$ cat src/rtl/round_robin_arbiter_pkg.sv
// Shared definitions for the round-robin arbiter:
// the FSM state encoding and a constant clog2 helper
// used to size counters at elaboration.
package round_robin_arbiter_pkg;

  // IDLE: no owner. BUSY: exactly one grant bit is set.
  typedef enum logic {
    ST_IDLE = 1'b0,
    ST_BUSY = 1'b1
  } state_t;

  // Ceiling log2 for elaboration-time sizing; clog2(1) = 0.
  function automatic int clog2(input int value);
    int res;
    res = 0;
    for (int i = 0; i < 31; i++) begin
      if ((1 << i) < value) begin
        res = i + 1;
      end
    end
    return res;
  endfunction

endpackage

$ cat src/rtl/round_robin_arbiter_fixed_priority_grant.sv
// Combinational fixed-priority grant stage: the lowest set
// request bit wins and is returned as a one-hot vector.
// An all-zero request gives an all-zero grant.
module round_robin_arbiter_fixed_priority_grant #(
  parameter int WIDTH = 8
) (
  input  logic [WIDTH-1:0] i_req,
  output logic [WIDTH-1:0] o_grant
);

  // Two's-complement trick: req & -req isolates the lowest set bit.
  assign o_grant = i_req & (~i_req + WIDTH'(1));

endmodule

$ cat src/rtl/round_robin_arbiter.sv
// Round-robin arbiter with a registered one-hot grant.
//
// Optional build macro: ROUND_ROBIN_TIMEOUT_EN
//   defined   - the owner is forcibly released after MAX_HOLD busy
//               cycles without a release, and o_timeout pulses once.
//   undefined - no hold counter; o_timeout is tied low and an owner
//               may keep the grant indefinitely.
//
// Handshake: the arbiter leaves IDLE as soon as any request is seen and
// registers a one-hot grant at that edge. The owner keeps the grant while
// its request stays high and until it pulses i_release (or drops its
// request). The grant then drops for one dead cycle before the next owner
// is chosen. Requests are only examined in IDLE.
//
// Priority: after an owner releases, only requesters with a strictly
// higher index are eligible through the masked path; if none of them
// request, the unmasked path picks the lowest requester (wrap-around).
module round_robin_arbiter #(
  parameter int WIDTH    = 8,
  parameter int ID_W     = 3,
  parameter int MAX_HOLD = 16
) (
  input  logic             clk,
  input  logic             rst,
  input  logic [WIDTH-1:0] i_request,
  input  logic             i_release,
  output logic [WIDTH-1:0] o_grant,
  output logic             o_grant_valid,
  output logic [ID_W-1:0]  o_grant_id,
  output logic             o_timeout,
  output logic             o_state
);

  import round_robin_arbiter_pkg::*;

  state_t           r_state;
  logic [WIDTH-1:0] r_grant;
  logic             r_grant_valid;
  logic [WIDTH-1:0] r_mask;

  logic [WIDTH-1:0] w_masked_req;
  logic [WIDTH-1:0] w_grant_masked;
  logic [WIDTH-1:0] w_grant_unmasked;
  logic [WIDTH-1:0] w_winner;
  logic [WIDTH-1:0] w_next_mask;
  logic [ID_W-1:0]  w_grant_id;
  logic             w_owner_req;
  logic             w_release_norm;
  logic             w_force;
  logic             w_release_any;

  assign w_masked_req = i_request & r_mask;

  round_robin_arbiter_fixed_priority_grant #(
    .WIDTH (WIDTH)
  ) u_fpg_masked (
    .i_req   (w_masked_req),
    .o_grant (w_grant_masked)
  );

  round_robin_arbiter_fixed_priority_grant #(
    .WIDTH (WIDTH)
  ) u_fpg_unmasked (
    .i_req   (i_request),
    .o_grant (w_grant_unmasked)
  );

  // Masked path has priority; the unmasked path covers the wrap-around.
  assign w_winner = (|w_masked_req) ? w_grant_masked : w_grant_unmasked;

  // Bits strictly above the current owner; zero when the owner is the top bit.
  assign w_next_mask = ~((r_grant << 1) - WIDTH'(1));

  // Owner's request still asserted; dropping it is an implicit release.
  assign w_owner_req    = |(i_request & r_grant);
  assign w_release_norm = i_release | ~w_owner_req;
  assign w_release_any  = w_release_norm | w_force;

`ifdef ROUND_ROBIN_TIMEOUT_EN
  localparam int HOLD_W = clog2(MAX_HOLD + 1);

  logic [HOLD_W-1:0] r_hold_cnt;
  logic              r_timeout;

  // The counter holds the number of busy cycles already completed, so the
  // MAX_HOLD-th busy cycle is the one that sees MAX_HOLD-1.
  assign w_force = (r_state == ST_BUSY) && (r_hold_cnt == HOLD_W'(MAX_HOLD - 1));

  // Hold counter and timeout pulse; a normal release suppresses the pulse.
  always_ff @(posedge clk) begin
    if (rst) begin
      r_hold_cnt <= '0;
      r_timeout  <= 1'b0;
    end else begin
      r_timeout <= 1'b0;
      if (r_state == ST_IDLE) begin
        r_hold_cnt <= '0;
      end else if (!w_release_any) begin
        r_hold_cnt <= r_hold_cnt + HOLD_W'(1);
      end
      if (w_force && !w_release_norm) begin
        r_timeout <= 1'b1;
      end
    end
  end

  assign o_timeout = r_timeout;
`else
  assign w_force   = 1'b0;
  assign o_timeout = 1'b0;
`endif

  // Arbitration FSM: registers grant, valid flag, priority mask and state.
  always_ff @(posedge clk) begin
    if (rst) begin
      r_state       <= ST_IDLE;
      r_grant       <= '0;
      r_grant_valid <= 1'b0;
      r_mask        <= '1;
    end else begin
      case (r_state)
        ST_IDLE: begin
          if (|i_request) begin
            r_state       <= ST_BUSY;
            r_grant       <= w_winner;
            r_grant_valid <= 1'b1;
          end
        end
        ST_BUSY: begin
          if (w_release_any) begin
            r_state       <= ST_IDLE;
            r_grant       <= '0;
            r_grant_valid <= 1'b0;
            r_mask        <= w_next_mask;
          end
        end
        default: begin
          r_state       <= ST_IDLE;
          r_grant       <= '0;
          r_grant_valid <= 1'b0;
          r_mask        <= '1;
        end
      endcase
    end
  end

  // Inline one-hot to binary encode of the registered grant; 0 when idle.
  always_comb begin
    w_grant_id = '0;
    for (int i = 0; i < WIDTH; i++) begin
      if (r_grant[i]) begin
        w_grant_id = w_grant_id | ID_W'(i);
      end
    end
  end

  assign o_grant       = r_grant;
  assign o_grant_valid = r_grant_valid;
  assign o_grant_id    = w_grant_id;
  assign o_state       = r_state;

endmodule

$ cat config.mk
export PLATFORM = sky130hd
export DESIGN_NAME = round_robin_arbiter
export DESIGN_NICKNAME = d
export VERILOG_FILES = /design/src/rtl/round_robin_arbiter_pkg.sv /design/src/rtl/round_robin_arbiter_fixed_priority_grant.sv /design/src/rtl/round_robin_arbiter.sv
export SDC_FILE = /design/constraint.sdc
export NUM_CORES = 1
export LEC_CHECK = 0
export CAP_MARGIN = 10
export CORE_MARGIN = 2
export CORE_UTILIZATION = 51
export DETAILED_ROUTE_END_ITERATION = 12
export GPL_TIMING_DRIVEN = 0
export PLACE_DENSITY = 0.83
export SYNTH_ARGS = -nofsm -noshare
export SYNTH_HDL_FRONTEND = slang
export SYNTH_SLANG_ARGS = --single-unit
$ cat constraint.sdc
create_clock -name clk -period 2.7 [get_ports clk]
set_input_delay 0.27 -clock clk [delete_from_list [all_inputs] [get_ports clk]]
set_output_delay 0.27 -clock clk [all_outputs]
set_load 0.01 [all_outputs]
==> results of run 1 <==
-- area by class of cell --
class / instances / area (um2)
Multi-Input combinational cell: 85 / 566
Fill cell: 157 / 512
Sequential cell: 18 / 360
Timing Repair Buffer: 23 / 230
Tap cell: 25 / 31.3
Buffer: 5 / 27.5
Clock buffer: 3 / 22.5
Inverter: 4 / 15.0
-- worst min-delay path by stage --
stage | endpoint | slack, ps | startpoint
6_report | o_grant_valid | 470 | o_grant_valid
5_1_grt | o_grant_valid | 510 | o_grant_valid
4_1_cts | o_grant_valid | 480 | o_grant_valid
3_5_place_dp | o_grant_valid | 470 | o_grant_valid
3_3_place_gp | o_grant_valid | 440 | o_grant_valid
2_1_floorplan | r_mask[7] | 360 | rst
-- metal layers --
layer	part of all wire (%)	track usage, %	up-vias
met5	0	0	-
met1	45	31.1	464
met4	1.6	11.4	0
li1	-	-	483
met2	46	39.2	45
met3	7.4	3.77	5
-- stage by stage --
step                      power [mW]  instances  hold WS, ps  worst slack, ps  cell area [um2]
after global routing           0.608        163          509              419             1250
after detailed placement       0.450        160          466              234             1230
final                          0.574        163          470              501             1250
after floorplan                0.390        112          364              924              968
after global placement         0.449        160          441              272             1230
after CTS                      0.577        163          478              529             1250
-- worst min-delay path: cells and delay by family, from the launching register on --
kind,cells,cell delay [ps]
AO/OA/AOI/OAI,1,50
AND/OR/NAND/NOR,1,60
flip-flops,1,320
-- kinds of logic after synthesis --
| family | share of synthesized area [%] |
|---|---|
| buf+inv | 4.39 |
| xor+xnor | 4.52 |
| compound gates | 28.0 |
| flops | 37.2 |
| fa+ha+maj | 1.29 |
| mux | 1.03 |
| other cells | 0.387 |
| simple gates | 23.1 |
-- state kept, by name, summed over array words and instances (netlist names) --
register	count
o_grant_valid	1
o_state	1
o_grant	8
r_mask	8
-- placed cells by master, fill, tap and decap left out, drive strengths merged, types with 3 or more instances in the layout --
master / netlist / routed
clkdlybuf4s50: 0 / 23
o21ai: 5 / 5
inv: 4 / 4
a211o: 7 / 7
or4: 5 / 5
nor3: 5 / 5
a22oi: 6 / 6
buf: 3 / 3
xnor2: 3 / 3
nor2: 12 / 12
dfxtp: 18 / 18
nand2: 9 / 9
clkbuf: 2 / 5
a21oi: 4 / 4
o2bb2ai: 4 / 4
-- power groups by stage --
stage | logic (mW) | registers, mW | clock network, mW
after global routing | 0.155 | 0.310 | 0.143
after global placement | 0.137 | 0.312 | 0
after detailed placement | 0.138 | 0.312 | 0
after CTS | 0.140 | 0.306 | 0.131
final | 0.141 | 0.306 | 0.127
after floorplan | 0.0816 | 0.309 | 0
==> run_results.csv, run 1 <==
group,metric,value,unit
clock_network,clk_latency,290,ps
critical_path,reg2reg_slack,660,ps
critical_path,crit_chain,"clkdlybuf4s50_1 -> a222oi_1 -> nand4_1 -> or4_1 -> o21ai_1 -> a32o_2",
synthesis,netlist_area,968,um2
placed_design,gp_congestion,0.881,
global_route,grt_pass1_vias,871,
sta,hold_viol_final,0,
route,vias_per_cell,6.12,
pwr,switchingPower,165,uW
sta,slew-limit-headroom,52.8,%
flow_run,cap_viol_max_count,0,
synthesis,synthTopCellsByCount,"dfxtp_1 (18), nor2_1 (11), nand2_1 (9)",
global_route,grt_pass1_wl,3770,um
placed_design,dpl.hpwl,1800,um
critical_path,worst-path-max-fanout,6,
floorplanning,initial_core_util,54.9,%
clock_network,clock-root-buffer,"clkbuf_4",
pwr,clkPwrFrac,22.1,%
critical_path,cp-end-kind,"register",
hold_path,hold_class,"register to register",
critical_path,crit_family,"compound AO/OA/AOI/OAI gates",
clock_network,cts_made_buffers,3,
critical_path,r2r_cells,5,
critical_path,cp-startpoint,"i_request[0]",
pwr,vdd_ir_drop_max,0.349,mV
sta,fin_worst_skew,1.34,ps
placed_design,numPortBuffers,23,
cells_and_area,area_growth,29.3,%
sta,post-route-period-util,81.5,%
route,wirelength,2380,um
outcome,status,"completed",
route,drc,0,
critical_path,worstSetupPathType,"input port to register",
pwr,internal-power,409,uW
critical_path,max_stage_delay,700,ps
sta,max_freq,0.455,GHz
global_route,grt_max_degree,11,
cells_and_area,layout-drive-gt1-share,8.70,%
synthesis,ys_seq_elements,18,
clock_network,postCtsResizedCells,0,
synthesis,synthArstFlopShare,0,%
floorplanning,dieHeight,47.6,um
critical_path,worstReg2RegEnd,"o_grant[3]",
route,ant_nets,0,
floorplanning,core,0.00176,mm2
clock_network,cts_sinks,18,
route,wire_per_inst,14.6,um
sta,setup_viol,0,
cells_and_area,final_nets,152,
synthesis,synth_edf_count,0,
sta,tightest_slew,708,ps
route,vias,997,
sta,slew_violations,0,
clock_network,postCtsHoldBufs,0,
critical_path,reg2reg_from,"r_mask[0]",
clock_network,post_cts_buffers,0,
hold_path,holdPathStages,2,
synthesis,avgSynthCellArea,8.65,um2
clock_network,cts_tree,"yes",
synthesis,netlist_instances,112,
floorplanning,row_count,15,
critical_path,critPathRequiredTime,2940,ps
global_route,grt-ovfl-total,0,
critical_path,slowest_stage,"a222oi_1",
pwr,switching_share,28.7,%
sta,finalCriticalPeriod,2200,ps
pwr,p_leak,0.473,nW
critical_path,path_depth,6,
clock_network,clock_path_buffers,2,
synthesis,ys_warn_count,0,
floorplanning,fp.dieW,47.6,um
global_route,antenna_found_initial,0,
pwr,power_density,459,mW/mm2
cells_and_area,fin_util,71.0,%
sta,rsz0062_at_grt,"no",
synthesis,syn_nets,124,
clock_network,htreeDepth,1,
synthesis,synth_seq_area_share,37.2,%
route,drtIter0Drc,53,
critical_path,critPathCapture,"o_grant[3]",
synthesis,synthTopCellsByArea,"dfxtp_1 (37%), a211o_1 (6.3%), a22oi_1 (4.7%)",
synthesis,yosysMostFrequentCell,"dfxtp_1",
synthesis,ys.flop_type,"dfxtp_1",
critical_path,cp-start-kind,"input port",
floorplanning,top_level_ports,25,
synthesis,ys_types,39,
pwr,pwr-share-comb,24.5,%
global_route,gr-usage-all-layers,24.1,%
critical_path,arrival,2440,ps
clock_network,path_clk_slew,90,ps
sta,finalSetupTns,0,ps
route,dr.pass1.iters,6,
critical_path,critPathBufInv,1,
synthesis,yosysTopAreaCell,"dfxtp_1",
synthesis,synth_top_area_share,37.2,%
floorplanning,die_area,0.00226,mm2
pwr,p_seq_share,53.4,%
cells_and_area,antenna_cells,0,
Note: power is estimated with default switching activity, not from simulation.
==> run 2, diff against run 1 <==
Settings changed: CORE_UTILIZATION 51 to 42, PLACE_DENSITY 0.83 to 0.73.
Clock period 2.7 ns to 2 ns, I/O delays scaled along.
==> run_results.csv, run 2 (same netlist as run 1, synthesis figures left out) <==
group,metric,value,unit
floorplanning,core,0.00219,mm2
pwr,power_density,622,mW/mm2
clock_network,htreeDepth,1,
sta,post-route-period-util,94.5,%
sta,rsz0062_at_grt,"no",
pwr,pwr-share-comb,25.5,%
sta,finalCriticalPeriod,1890,ps
critical_path,crit_chain,"or4_1 -> clkdlybuf4s50_1",
cells_and_area,layout_commonest_cell,"clkdlybuf4s50_1",
cells_and_area,multi_input_area,579,um2
outcome,status,"completed",
critical_path,worst-path-max-fanout,7,
route,dr_wl_met3,218,um
pwr,switchingPower,239,uW
clock_network,cts_sinks,18,
sta,setup_viol,0,
route,routed.top_layer,"met4",
floorplanning,initial_core_util,44.2,%
placed_design,dp.cells,163,
pwr,internal-power,557,uW
critical_path,cp-start-kind,"register",
placed_design,dpl.hpwl,1860,um
route,vias_per_cell,5.93,
placed_design,numPortBuffers,23,
clock_network,cts_made_buffers,3,
critical_path,worstSetupPathType,"register to output pin",
sta,hold_viol_final,0,
route,wire_per_inst,15.4,um
global_route,gr-usage-all-layers,21.5,%
route,vias,991,
clock_network,postCtsHoldBufs,0,
route,wirelength,2570,um
floorplanning,top_level_ports,25,
hold_path,hold_class,"register to register",
global_route,grt_max_degree,11,
cells_and_area,register_area,360,um2
critical_path,arrival,1690,ps
global_route,grt_pass1_vias,943,
floorplanning,fp.dieW,52.0,um
route,drc,0,
cells_and_area,finalNonFillerCells,167,
cells_and_area,final_nets,153,
flow_run,cap_viol_max_count,0,
clock_network,clock-root-buffer,"clkbuf_4",
critical_path,slowest_stage,"or4_1",
placed_design,placed_area,0.00123,mm2
route,ant_nets,0,
route,drtIter0Drc,64,
floorplanning,dieHeight,52.0,um
global_route,antenna_found_initial,0,
cells_and_area,area_growth,32.3,%
sta,fin_worst_skew,5.40,ps
clock_network,cts_tree,"yes",
pwr,vdd_ir_drop_max,0.355,mV
global_route,grt-ovfl-total,0,
cells_and_area,antenna_cells,0,
pwr,p_leak,0.487,nW
clock_network,path_clk_slew,100,ps
pwr,switching_share,30.0,%
sta,slew_violations,0,
route,dr.pass1.iters,5,
route,drt-met1-wl,1140,um
critical_path,cp-end-kind,"output pin",
placed_design,gp_congestion,0.847,
cells_and_area,fillers,199,
clock_network,clock_path_buffers,2,
floorplanning,row_count,17,
cells_and_area,layout-drive-gt1-share,10.8,%
cells_and_area,final_cell_mix,"clkdlybuf4s50_1 (23), dfxtp_1 (18), nor2_1 (11)",
critical_path,max_stage_delay,520,ps
cells_and_area,design_area,0.00128,mm2
sta,max_freq,0.529,GHz
critical_path,critPathRequiredTime,1800,ps
pwr,clkPwrFrac,22.5,%
global_route,grt_pass1_wl,4350,um
cells_and_area,fin_util,58.5,%
pwr,p_seq_share,51.9,%
clock_network,clk_latency,290,ps
floorplanning,die_area,0.00271,mm2
route,wl_met2,1150,um
-- run 2: layout make-up --
type | instances | share of cell area, %
multi-input cells | 85 | 45.2
flip-flops and latches | 18 | 28.1
repair buffers | 25 | 19.1
well taps | 28 | 2.73
plain buffers | 4 | 1.86
clock buffers | 3 | 1.76
inverters | 4 | 1.17
-- run 2: through the flow --
step / hold WS, ps / setup TNS, ps / power (mW) / setup WS (ps)
floorplan: 294 / 0 / 0.527 / 285
global placement: 447 / -3250 / 0.609 / -368
detailed placement: 456 / -3480 / 0.611 / -401
CTS: 474 / 0 / 0.793 / 17.2
global route: 516 / 0 / 0.845 / 41.4
finish: 469 / 0 / 0.796 / 109
-- run 2: worst max-delay path: cells and delay by family, from the launching register on --
family                 cells  cell delay [ps]
buffers and inverters      1              490
AND/OR/NAND/NOR            1              520
flip-flops                 1              390
-- run 2: layer usage --
| layer | vias to the layer above | track usage (%) |
|---|---|---|
| met5 | - | 0 |
| met2 | 54 | 32.7 |
| li1 | 477 | - |
| met3 | 9 | 4.89 |
| met1 | 451 | 28.1 |
| met4 | 0 | 11.0 |
-- run 2: power by group through the flow --
stage / clock (mW) / sequential [mW] / combinational, mW
after detailed placement: 0 / 0.420 / 0.191
final: 0.180 / 0.414 / 0.203
after global routing: 0.206 / 0.417 / 0.221
after CTS: 0.182 / 0.412 / 0.199
after floorplan: 0 / 0.417 / 0.110
after global placement: 0 / 0.419 / 0.190
-- run 2: path summary, 6_finish.rpt --
kind                                     from       endpoint  slack, ps  depth (start not counted)
worst min register to register  o_grant_valid  o_grant_valid        470                          2
worst max register to register     o_grant[2]      r_mask[3]        230                          6
worst max-delay path               o_grant[3]  o_grant_id[0]        110                          2
worst min-delay path            o_grant_valid  o_grant_valid        470                          2
-- run 2: timing repair --
action,in CTS,in global routing
buffers inserted,2,0
setup endpoints to repair,2,9
pin swaps,1,0
gates resized for setup,0,3
==> RTL change 1 (flow settings as in run 2) <==
Change the parameter `ID_W` from 3 to 6.
--- a/src/rtl/round_robin_arbiter.sv
+++ b/src/rtl/round_robin_arbiter.sv
@@ -18,5 +18,5 @@
 module round_robin_arbiter #(
   parameter int WIDTH    = 8,
-  parameter int ID_W     = 3,
+  parameter int ID_W     = 6,
   parameter int MAX_HOLD = 16
 ) (
Ports: changed (resized o_grant_id); port bits go from 25 to 28. No check against the original RTL was run, so the function may have changed too.
==> RTL change 1 against run 2 <==
Synthesized area increased by 2.3%; sequential power hardly changed; total power increased by 6.7%; worst hold slack got worse by 6.5 ps; sequential cell count did not move; global-route usage decreased by 0.83 points; final area increased by 3.7%; via count rose by 2.7%; worst setup slack improved by 1.9 ps; wire length is 1.5% lower.
==> RTL change 1: results (changes against run 2) <==
----------------------------------------------------
[Critical path]
  Endpoint of the worst setup timing path ... o_grant_id[2]
  Reg-to-reg startpoint ... r_mask[0]$_SDFFE_PP1P_
  Worst reg2reg endpoint ... o_grant[3]$_SDFFE_PP0P_
  Depth of the worst register-to-register path ... 6 (unchanged)
  Launching element of the worst setup path ... o_grant[4]$_SDFFE_PP0P_
  Internal reg-to-reg setup slack ... 210 ps (-20 ps)
  Peak fanout along the critical path ... 6 (-1)

[Placed design]
  Routability congestion estimate from global placement ... 0.870 (+2.7%)
  Half-perimeter wire length after placement ... 1.86 mm (-0.33%)
  Post-Place Cell Area ... 0.00127 mm2 (+2.7%)
  Setup slack at placement ... -367 ps (+34.1 ps)

[Synthesis]
  Synth unique cells ... 39 (unchanged)
  Share of the synthesized area in compound gates (AO/OA/AOI/OAI) ... 27.4% (-0.64 points)
  Adder and majority cell fraction of the synthesized area ... 1.26% (-0.029 points)
  Number of instances in the synthesized netlist ... 115 (+2.7%)
  XOR/XNOR share of the synthesized area ... 4.42% (-0.10 points)
  Multiplexer share of the synthesized area ... 1.01% (-0.023 points)
  Total of warnings raised by yosys ... 0 (unchanged)
  Commonest cells in the netlist ... sky130_fd_sc_hd__dfxtp_1 (18), sky130_fd_sc_hd__nor2_1 (11), sky130_fd_sc_hd__nand2_1 (9)
  Ranking of synthesized cells by area ... sky130_fd_sc_hd__dfxtp_1 (36%), sky130_fd_sc_hd__a211o_1 (6.2%), sky130_fd_sc_hd__a22oi_1 (4.5%)
  Register area share after synthesis ... 36.4% (-0.85 points)

[GRT]
  Met3 layer usage reported by global route ... 3.43% (-1.5 points)
  All-Layer GR Usage ... 20.7% (-0.83 points)
  Number of global-route vias before repair ... 960 (+1.8%)
  Grt met1 use ... 27.9% (-0.20 points)
  Global-route track usage on met2 ... 32.5% (-0.20 points)
  Global-route wire length before repair ... 4.26 mm (-2.1%)

[Timing]
  Worst hold margin ... 463 ps (-6.52 ps)
  Setup_tns ... 0 ps (unchanged)
  Worst Skew ... 3.50 ps (-1.90 ps)
  Final setup margin ... 111 ps (+1.91 ps)

[Power]
  P_leak ... 0.521 nW (+7.1%)
  Reported combinational group power ... 0.210 mW (+3%)
  Worst ir drop on vdd ... 0.368 mV (+3.5%)
  Fraction of power spent switching nets ... 29.2% (-0.87 points)
  Total sequential power ... 0.413 mW (about the same)
  Switch Pwr ... 0.248 mW (+3.6%)

[Clocking]
  CTS clk-pin slew, worst paths ... 100 ps (about the same)
  Setup Fix Bufs, Post-CTS ... 2 (unchanged)
  Clock buffer depth ... 2 (unchanged)

[Cells and area]
  Net count of the finished layout ... 159 (+3.9%)
  Number of diodes added for antenna fixing ... 0 (unchanged)
  Final Non-Filler Cells ... 174 (+4.2%)
  Fraction of layout cells with a size suffix above 1 ... 13.0% (+2.2 points)

[Detailed routing]
  DR iter-0 viols ... 48 (-25%)
  Detailed-route vias per instance ... 5.85 (-1.4%)
  Average detailed-routed wire length per instance ... 14.5 um (-5.5%)
  First-pass iteration count of the detailed router ... 7 (+2)

[Min path]
  Class of the tightest hold or removal check ... register to register

[Status]
  Outcome ... finished clean

----------------------------------------------------
==> RTL change 1: cell types whose count changed in the layout (fill, tap and decap cells not counted), sizes merged <==
| cell | before | now |
|---|---|---|
| clkbuf | 4 | 5 |
| buf | 5 | 8 |
| conb | 1 | 4 |
==> RTL change 1: worst max-delay path: stages, from the launching register on <==
cell,delay (ps)
sky130_fd_sc_hd__dfxtp_1,380
sky130_fd_sc_hd__or4_1,520
sky130_fd_sc_hd__clkdlybuf4s50_1,490
==> RTL change 1: area by class of cell <==
type                       instances  area, um2
buffer                             7       46.3
multi-input combinational         88        591
clock buffer                       4       36.3
inverter                           4       15.0
tap                               28       35.0
fill                             224        883
sequential                        18        360
timing repair buffer              25        245
==> RTL change 1: metal layers <==
layer	share of wire, %	vias to the layer above
li1	-	486
met4	2.3	0
met2	46	56
met3	8.6	11
met5	0	-
met1	43	465
==> RTL change 2 (flow settings as in run 2) <==
Without the edit above. Build with the macro `ROUND_ROBIN_TIMEOUT_EN` defined.
--- a/src/rtl/round_robin_arbiter.sv
+++ b/src/rtl/round_robin_arbiter.sv
@@ -16,4 +16,6 @@
 // higher index are eligible through the masked path; if none of them
 // request, the unmasked path picks the lowest requester (wrap-around).
+`define ROUND_ROBIN_TIMEOUT_EN
+
 module round_robin_arbiter #(
   parameter int WIDTH    = 8,
Check against the original RTL: no difference found for any inputs over 10 cycles, from zero or initial values and one cycle with rst high; that may be too few to reach the edited logic, so the function may still have changed.
==> RTL change 2 against run 2 <==
Critical path depth increased by 3; critical endpoint is now o_grant[6]$_SDFFE_PP0P_; largest cell class unchanged; synthesized area increased by 42%; wire length increased by 37%; sequential cell count increased by 6; total power increased by 30%; non-clock buffer count unchanged; final area increased by 35%; worst setup slack got worse by 52 ps.
==> RTL change 2: results (changes against run 2) <==
----------------------------------------------------
[Status]
  Outcome ... finished clean

[Critical path]
  Kind of critical path ... primary input to register
  Endpoint of the worst setup timing path ... o_grant[6]$_SDFFE_PP0P_
  Depth of the worst register-to-register path ... 7 (+1)
  Launching element of the worst setup path ... i_request[2]
  Delay of the slowest critical-path stage ... 590 ps (+70 ps)
  Reg-to-reg startpoint ... r_hold_cnt[0]$_SDFFE_PP0N_
  Arrival @ worst endpoint ... 2160 ps (+470 ps)

[Synthesis]
  Net count of the mapped netlist ... 167 (+35%)
  Synth unique cells ... 47 (+21%)
  Adder and majority cell fraction of the synthesized area ... 2.72% (+1.4 points)
  Register area share after synthesis ... 34.8% (-2.4 points)
  Number of instances in the synthesized netlist ... 153 (+37%)
  Share of the synthesized area in compound gates (AO/OA/AOI/OAI) ... 31.0% (+3.0 points)
  Commonest cells in the netlist ... sky130_fd_sc_hd__dfxtp_1 (24), sky130_fd_sc_hd__nor2_1 (15), sky130_fd_sc_hd__a21oi_1 (8), sky130_fd_sc_hd__mux2i_1 (8)

[Placed design]
  Number of buffers added on ports ... 24 (+4.3%)
  Routability congestion estimate from global placement ... 0.854 (+0.78%)
  Number of placed cells counting well taps ... 221 (+36%)
  Half-perimeter wire length after placement ... 2.61 mm (+40%)
  Post-Place Cell Area ... 0.00167 mm2 (+36%)

[Die]
  Width of the chip ... 61.3 um (+18%)

[Cells and area]
  Fraction of layout cells with a size suffix above 1 ... 9.39% (-1.4 points)
  Non-clock inverter count ... 7 (+3)
  Clock distribution area overhead in the final layout ... 2.10% (+0.34 points)
  Filler instances ... 302 (+52%)
  Final-layout non-clock buffer area share ... 15.2% (-5.8 points)
  Proportion of cell area occupied by multi-input gates ... 50.0% (+4.8 points)
  Clock Buffer Count ... 4 (+1)

[Detailed routing]
  DR iter-0 viols ... 100 (+56%)
  Detailed-route vias per instance ... 5.92 (-0.16%)

[Clocking]
  Clk Latency, worst-skew pair ... 320 ps (+30 ps)
  CTS clk-pin slew, worst paths ... 130 ps (+30 ps)
  Clock sink total ... 24 (+6)

[Power]
  Reported combinational group power ... 0.237 mW (+17%)
  Worst ir drop on vdd ... 0.289 mV (-19%)
  Switch Pwr ... 0.300 mW (+25%)

[GRT]
  Pin count of the biggest net entering global routing ... 14 (+3)
  All-Layer GR Usage ... 21.3% (-0.23 points)

----------------------------------------------------
RTL change 2: per-layer routing:
metal  up-vias  global-route usage, %  share of wire, %
met3         4                   1.89               4.7
met1       637                   29.0                46
li1        650                      -                 -
met2        42                   35.6                48
met5         -                      0                 0
met4         0                   6.83               1.0
RTL change 2: worst min path at each step:
| stage | end | slack (ps) | depth (start not counted) |
|---|---|---|---|
| floorplan | o_grant[2]$_SDFFE_PP0P_ | 340 | 2 |
| global placement | o_grant_valid$_SDFFE_PP0P_ | 460 | 2 |
| detailed placement | o_grant_valid$_SDFFE_PP0P_ | 460 | 2 |
| CTS | o_grant_valid$_SDFFE_PP0P_ | 480 | 2 |
| global route | o_grant_valid$_SDFFE_PP0P_ | 540 | 2 |
| finish | o_grant_valid$_SDFFE_PP0P_ | 470 | 2 |
RTL change 2: stage by stage:
step                setup slack, ps  power (mW)
floorplan                       299       0.687
finish                         57.7        1.04
global placement               -205       0.775
detailed placement             -238       0.783
global route                   1.19        1.09
CTS                            13.8        1.04
